===== src/rtl/sdc_wb_pkg.sv =====
// Shared definitions for the SD-controller Wishbone register path.
// Latency: n/a (types, constants and helpers only).
// Backpressure: n/a.
package sdc_wb_pkg;

    // Watchdog FSM: waiting for a request, waiting for the slave, answering the bridge.
    typedef enum logic [1:0] {
        ST_IDLE   = 2'd0,
        ST_ACTIVE = 2'd1,
        ST_RESP   = 2'd2
    } wb_wd_state_t;

    // Read data handed back to the bridge when the slave never answers.
    localparam logic [31:0] SDC_WB_ERR_DATA = 32'hDEAD_BEEF;

    // Increment that sticks at the top of an 8-bit range instead of wrapping.
    function automatic logic [7:0] sat_inc8(input logic [7:0] value);
        return (value == 8'hFF) ? value : value + 8'd1;
    endfunction

endpackage


===== src/rtl/wb_ack_watchdog.sv =====
// Wishbone pass-through that forces an error response when the slave never acks.
// Latency: ack reaches the bridge slave-latency + 2 cycles after the request; timeout after TIMEOUT_CYCLES + 2.
// Backpressure: one access in flight; a new request is accepted only in IDLE with no ack on the bus.
module wb_ack_watchdog
    import sdc_wb_pkg::*;
#(
    parameter int unsigned TIMEOUT_CYCLES = 255,
    parameter logic [31:0] ERR_DATA       = SDC_WB_ERR_DATA
) (
    input  logic        clk,
    input  logic        reset,

    input  logic [7:0]  s_wb_addr_i,
    input  logic [31:0] s_wb_dat_i,
    input  logic [3:0]  s_wb_sel_i,
    input  logic        s_wb_we_i,
    input  logic        s_wb_cyc_i,
    input  logic        s_wb_stb_i,
    output logic [31:0] s_wb_dat_o,
    output logic        s_wb_ack_o,

    output logic [7:0]  m_wb_addr_o,
    output logic [31:0] m_wb_dat_o,
    output logic [3:0]  m_wb_sel_o,
    output logic        m_wb_we_o,
    output logic        m_wb_cyc_o,
    output logic        m_wb_stb_o,
    input  logic [31:0] m_wb_dat_i,
    input  logic        m_wb_ack_i,

    output logic        timeout_o,
    output logic [7:0]  timeout_addr_o,
    output logic [7:0]  timeout_cnt_o
);

    // Wait-counter value seen on the last cycle the slave is allowed to answer.
    localparam logic [7:0] LAST_WAIT = 8'(TIMEOUT_CYCLES - 1);

    wb_wd_state_t state;
    logic [7:0]   wait_cnt;
    logic         req_start;

    // The bridge keeps cyc/stb up during the cycle our ack is visible; that
    // same request must not be taken a second time, hence the ack gate.
    assign req_start = s_wb_cyc_i & s_wb_stb_i & ~s_wb_ack_o;

    // Request/response FSM with all outputs registered.
    always_ff @(posedge clk) begin
        if (reset) begin
            state          <= ST_IDLE;
            wait_cnt       <= 8'd0;
            m_wb_addr_o    <= 8'd0;
            m_wb_dat_o     <= 32'd0;
            m_wb_sel_o     <= 4'd0;
            m_wb_we_o      <= 1'b0;
            m_wb_cyc_o     <= 1'b0;
            m_wb_stb_o     <= 1'b0;
            s_wb_dat_o     <= 32'd0;
            s_wb_ack_o     <= 1'b0;
            timeout_o      <= 1'b0;
            timeout_addr_o <= 8'd0;
            timeout_cnt_o  <= 8'd0;
        end else begin
            // Single-cycle strobes fall back unless re-asserted below.
            s_wb_ack_o <= 1'b0;
            timeout_o  <= 1'b0;

            case (state)
                ST_IDLE: begin
                    if (req_start) begin
                        m_wb_addr_o <= s_wb_addr_i;
                        m_wb_dat_o  <= s_wb_dat_i;
                        m_wb_sel_o  <= s_wb_sel_i;
                        m_wb_we_o   <= s_wb_we_i;
                        m_wb_cyc_o  <= 1'b1;
                        m_wb_stb_o  <= 1'b1;
                        wait_cnt    <= 8'd0;
                        state       <= ST_ACTIVE;
                    end
                end

                ST_ACTIVE: begin
                    if (!s_wb_cyc_i) begin
                        // Bridge gave up: release the slave bus silently.
                        m_wb_cyc_o <= 1'b0;
                        m_wb_stb_o <= 1'b0;
                        state      <= ST_IDLE;
                    end else if (m_wb_ack_i) begin
                        // A real ack beats a coincident timeout.
                        s_wb_dat_o <= m_wb_dat_i;
                        m_wb_cyc_o <= 1'b0;
                        m_wb_stb_o <= 1'b0;
                        state      <= ST_RESP;
                    end else if (wait_cnt == LAST_WAIT) begin
                        s_wb_dat_o     <= ERR_DATA;
                        m_wb_cyc_o     <= 1'b0;
                        m_wb_stb_o     <= 1'b0;
                        timeout_o      <= 1'b1;
                        timeout_addr_o <= m_wb_addr_o;
                        timeout_cnt_o  <= sat_inc8(timeout_cnt_o);
                        state          <= ST_RESP;
                    end else begin
                        wait_cnt <= wait_cnt + 8'd1;
                    end
                end

                ST_RESP: begin
                    s_wb_ack_o <= 1'b1;
                    state      <= ST_IDLE;
                end

                default: begin
                    state <= ST_IDLE;
                end
            endcase
        end
    end

endmodule


===== config.mk =====
export PLATFORM = sky130hd
export DESIGN_NAME = wb_ack_watchdog
export DESIGN_NICKNAME = d
export VERILOG_FILES = /design/src/rtl/sdc_wb_pkg.sv /design/src/rtl/wb_ack_watchdog.sv
export SDC_FILE = /design/constraint.sdc
export NUM_CORES = 1
export LEC_CHECK = 0
export ABC_CLOCK_PERIOD_IN_PS = 1800
export CORE_MARGIN = 3
export CORE_UTILIZATION = 45
export CTS_BUF_LIST = sky130_fd_sc_hd__clkbuf_4 sky130_fd_sc_hd__clkbuf_8 sky130_fd_sc_hd__clkbuf_16
export DETAILED_ROUTE_END_ITERATION = 6
export DONT_BUFFER_PORTS = 1
export GPL_TIMING_DRIVEN = 0
export PLACE_DENSITY_LB_ADDON = 0.05
export SETUP_SLACK_MARGIN = 0.3
export SYNTH_ARGS = -nofsm -noshare
export SYNTH_HDL_FRONTEND = slang
export SYNTH_SLANG_ARGS = --single-unit

===== constraint.sdc =====
create_clock -name clk -period 1.8 [get_ports clk]
set_input_delay 0.09 -clock clk [delete_from_list [all_inputs] [get_ports clk]]
set_output_delay 0.09 -clock clk [all_outputs]
set_load 0.02 [all_outputs]

==> metrics <==
status=complete, but fails checks; failing checks=negative setup slack; Starting Density=0.477; family with the most delay on the worst path=simple AND/OR/NAND/NOR gates; TritonCTS clock tree=yes; detailed-route via count=4192; first-pass GRT wire length=around 20000 um; DIE WIDTH=101 um; kind of critical path=reg -> reg; fraction of layout cells with a size suffix above 1=0.396; synthesized net count=about 580; pins over their slew limit=0; Max transition margin=0.470; Buf/Inv on CP=1; min setup slack post-route=-0.0883 ns; Final Cycle Share=1.05; number of global-route vias before repair=between 4000 and 5000; Worst-Margin Slew=0.795 ns; Main synth FF type=dfxtp_1; busiest grt layer=met2; clock root cell=clkbuf_8; TritonCTS sink count=approximately 110; Routed WL per cell=~20 um; pwr/cell area=694 nW/um2; pre-CTS setup slack=-0.168 ns; maximum VDD drop=about 0.45 mV; synthesized area per cell=between 8 and 9 um2; largest net degree at the start of global routing=19; Post-Syn Area=4040 um2; core area=8460 um2; IO Port Bufs=0; gpl congestion=~0.84; min-delay worst type=in -> reg; Crit path required time=2.11 ns; number of I/O pins=~180; P&R area growth vs syn=67.7%; clock skew=between 0.008 and 0.009 ns; f_max=around 530 MHz; Detail Placement HPWL=a little under 8000 um; Arr. time, crit path=roughly 2.2 ns; Hold Vio Cnt, Final=0; clock-pin slew on the worst setup and hold paths=approximately 0.11 ns; Max H-tree Level=3; highest-delay cell along the critical path=or4_4; Remaining Overflow, GRT=0; CTS Buf Count=9; Max Cap Viol=0; # diodes=0; worst r2r src=state[1]; min Tclk post-route=1.89 ns; CP endpoint kind=flop; Min-Delay Startpoint=m_wb_ack_i; Async SR Flop Fraction=0; Die Footprint=a little over 10000 um2; part of the Yosys area used for sequential elements=0.525; site row count=33; Routed Antenna Nets=0; met3 GRT Util=0.0810; GR met2 Demand/Resource=0.445; drt total wl=about 15000 um; drc violations=0; Synth Instances=around 500; Pre-Repair DR Iteration Count=6; clock latency on the worst-skew pair=between 0.3 and 0.4 ns; number of synthesized flops with an enable pin=0; Die Y=about 100 um; Max Root-Sink Buffers=2; #FFs+latches synth=between 100 and 150; crit path launch type=flop; Ys Warns=0; Leak=roughly 0.0026 uW; drt first-iter violations=roughly 170; Nets=714; CP Cell Sequence=nand4bb_4 -> or3_4 -> buf_6 -> or4_4 -> a21oi_2; CP max stage delay=approximately 0.51 ns; gr usage total=0.253; RSZ-0062 raised after global routing=yes; Unique masters post-synth=36; met1 Use GR=0.283; setup violators final=6; initial antenna violation count=0; hold_ws=between 0.03 and 0.04 ns; Worst setup startpoint=state[1]; post-DR vias/cell=about 5.7; CP Max Fanout=5
==> layer usage <==
layer	vias to the layer above	wire (um)
li1	1952	-
met1	2033	5610
met2	170	7860
met3	37	1220
met4	0	385
met5	-	0
==> synthesized netlist by cell type (2+ instances only) <==
master | number | area (um2)
or2_2 | 2 | 12.5
nor2_1 | 56 | 210
a31oi_1 | 5 | 31.3
nor3b_1 | 2 | 15.0
nor3_1 | 4 | 20.0
buf_2 | 2 | 10.0
clkbuf_1 | 32 | 120
and3_1 | 2 | 12.5
or4_1 | 6 | 45.0
o21ai_0 | 10 | 50.1
nand2_1 | 120 | 450
inv_1 | 3 | 11.3
o211ai_1 | 2 | 15.0
nor4_1 | 3 | 18.8
ha_1 | 3 | 37.5
o31ai_1 | 4 | 30.0
or3_1 | 5 | 31.3
mux2_2 | 2 | 22.5
nand4_1 | 4 | 25.0
o21a_1 | 24 | 180
a21oi_1 | 74 | 370
nand3_1 | 14 | 70.1
dfxtp_1 | 106 | 2120
==> worst paths after layout <==
| kind | slack [ns] | to | cells after the start |
|---|---|---|---|
| worst max-delay path | -0.09 | timeout_cnt_o[5] | 5 |
| worst max register to register | -0.09 | timeout_cnt_o[5] | 5 |
| worst min-delay path | 0.03 | wait_cnt[2] | 3 |
| worst min register to register | 0.49 | s_wb_ack_o | 1 |
==> registers in the layout, indices dropped and copies added, names as in the netlist <==
register	cells
m_wb_stb_o	1
m_wb_addr_o	8
m_wb_sel_o	4
state	2
timeout_cnt_o	8
timeout_o	1
m_wb_we_o	1
m_wb_dat_o	32
s_wb_ack_o	1
s_wb_dat_o	32
timeout_addr_o	8
wait_cnt	8
==> worst register-to-register path, cell delays in order, from the launching register on <==
cell and delay (ns):
dfxtp_4 0.36, nand4bb_4 0.27, or3_4 0.41, buf_6 0.14, or4_4 0.51, a21oi_2 0.12
==> placed cells by master, fill, tap and decap left out, types with 5 or more instances in the layout <==
cell type | Yosys | routed
clkbuf_1 | 32 | 13
buf_12 | 0 | 5
buf_8 | 0 | 7
a21oi_2 | 0 | 60
dfxtp_1 | 106 | 92
clkbuf_8 | 0 | 15
dfxtp_2 | 0 | 9
nand2_4 | 0 | 52
dlygate4sd3_1 | 0 | 78
nand2_1 | 120 | 61
dfxtp_4 | 0 | 5
or3_1 | 5 | 5
nor2_1 | 56 | 53
o21ai_2 | 0 | 5
a21oi_1 | 74 | 13
buf_6 | 1 | 19
clkbuf_16 | 0 | 8
buf_4 | 1 | 19
o21a_1 | 24 | 24
a31oi_1 | 5 | 5
nand2_2 | 0 | 6
nand3_1 | 14 | 9
==> per-stage QoR <==
step | util | instance area (um2) | instances | total power, uW | TNS (ns)
CTS | 0.692 | 5860 | 717 | 4510 | -0.122
detailed placement | 0.497 | 4210 | 603 | 2830 | -6.12
global placement | 0.497 | 4210 | 603 | 2820 | -4.66
floorplan | - | 4070 | 498 | 2760 | -0.0243
finish | 0.801 | 6780 | 739 | 4700 | -0.299
global route | 0.801 | 6780 | 739 | 4860 | -1.42
==> kinds of logic (layout without fill, tap and decap cells) <==
logic type	Yosys count	count (layout)	share of synthesized area
flops	106	106	0.525
compound gates	121	121	0.172
simple gates	227	227	0.249
mux	2	2	0.00557
fa+ha+maj	3	3	0.00929
buf+inv	39	175	0.0396
==> power breakdown <==
part	internal (uW)	switching, uW	leakage [uW]
registers	2400	161	0.000869
clock network	603	888	0.0000985
logic	332	313	0.00160
total	3340	1360	0.00257
==> area by class of cell <==
cell class	count	area, um2
multi-input combinational	353	2620
sequential	106	2150
fill	500	1690
timing repair buffer	120	1250
buffer	36	417
clock buffer	11	151
tap	105	131
clock inverter	5	45.0
inverter	3	13.8
==> repair_timing <==
action                                  in CTS  in global routing
gates resized for setup                    138                200
pin swaps                                   22                 73
buffers inserted                            18                 13
endpoints found under the setup margin     104                104
hold endpoints to repair                    80                  0
cloned                                       2                  9
hold buffers                                78                  0
No activity file was read; power rests on OpenSTA's default activity.
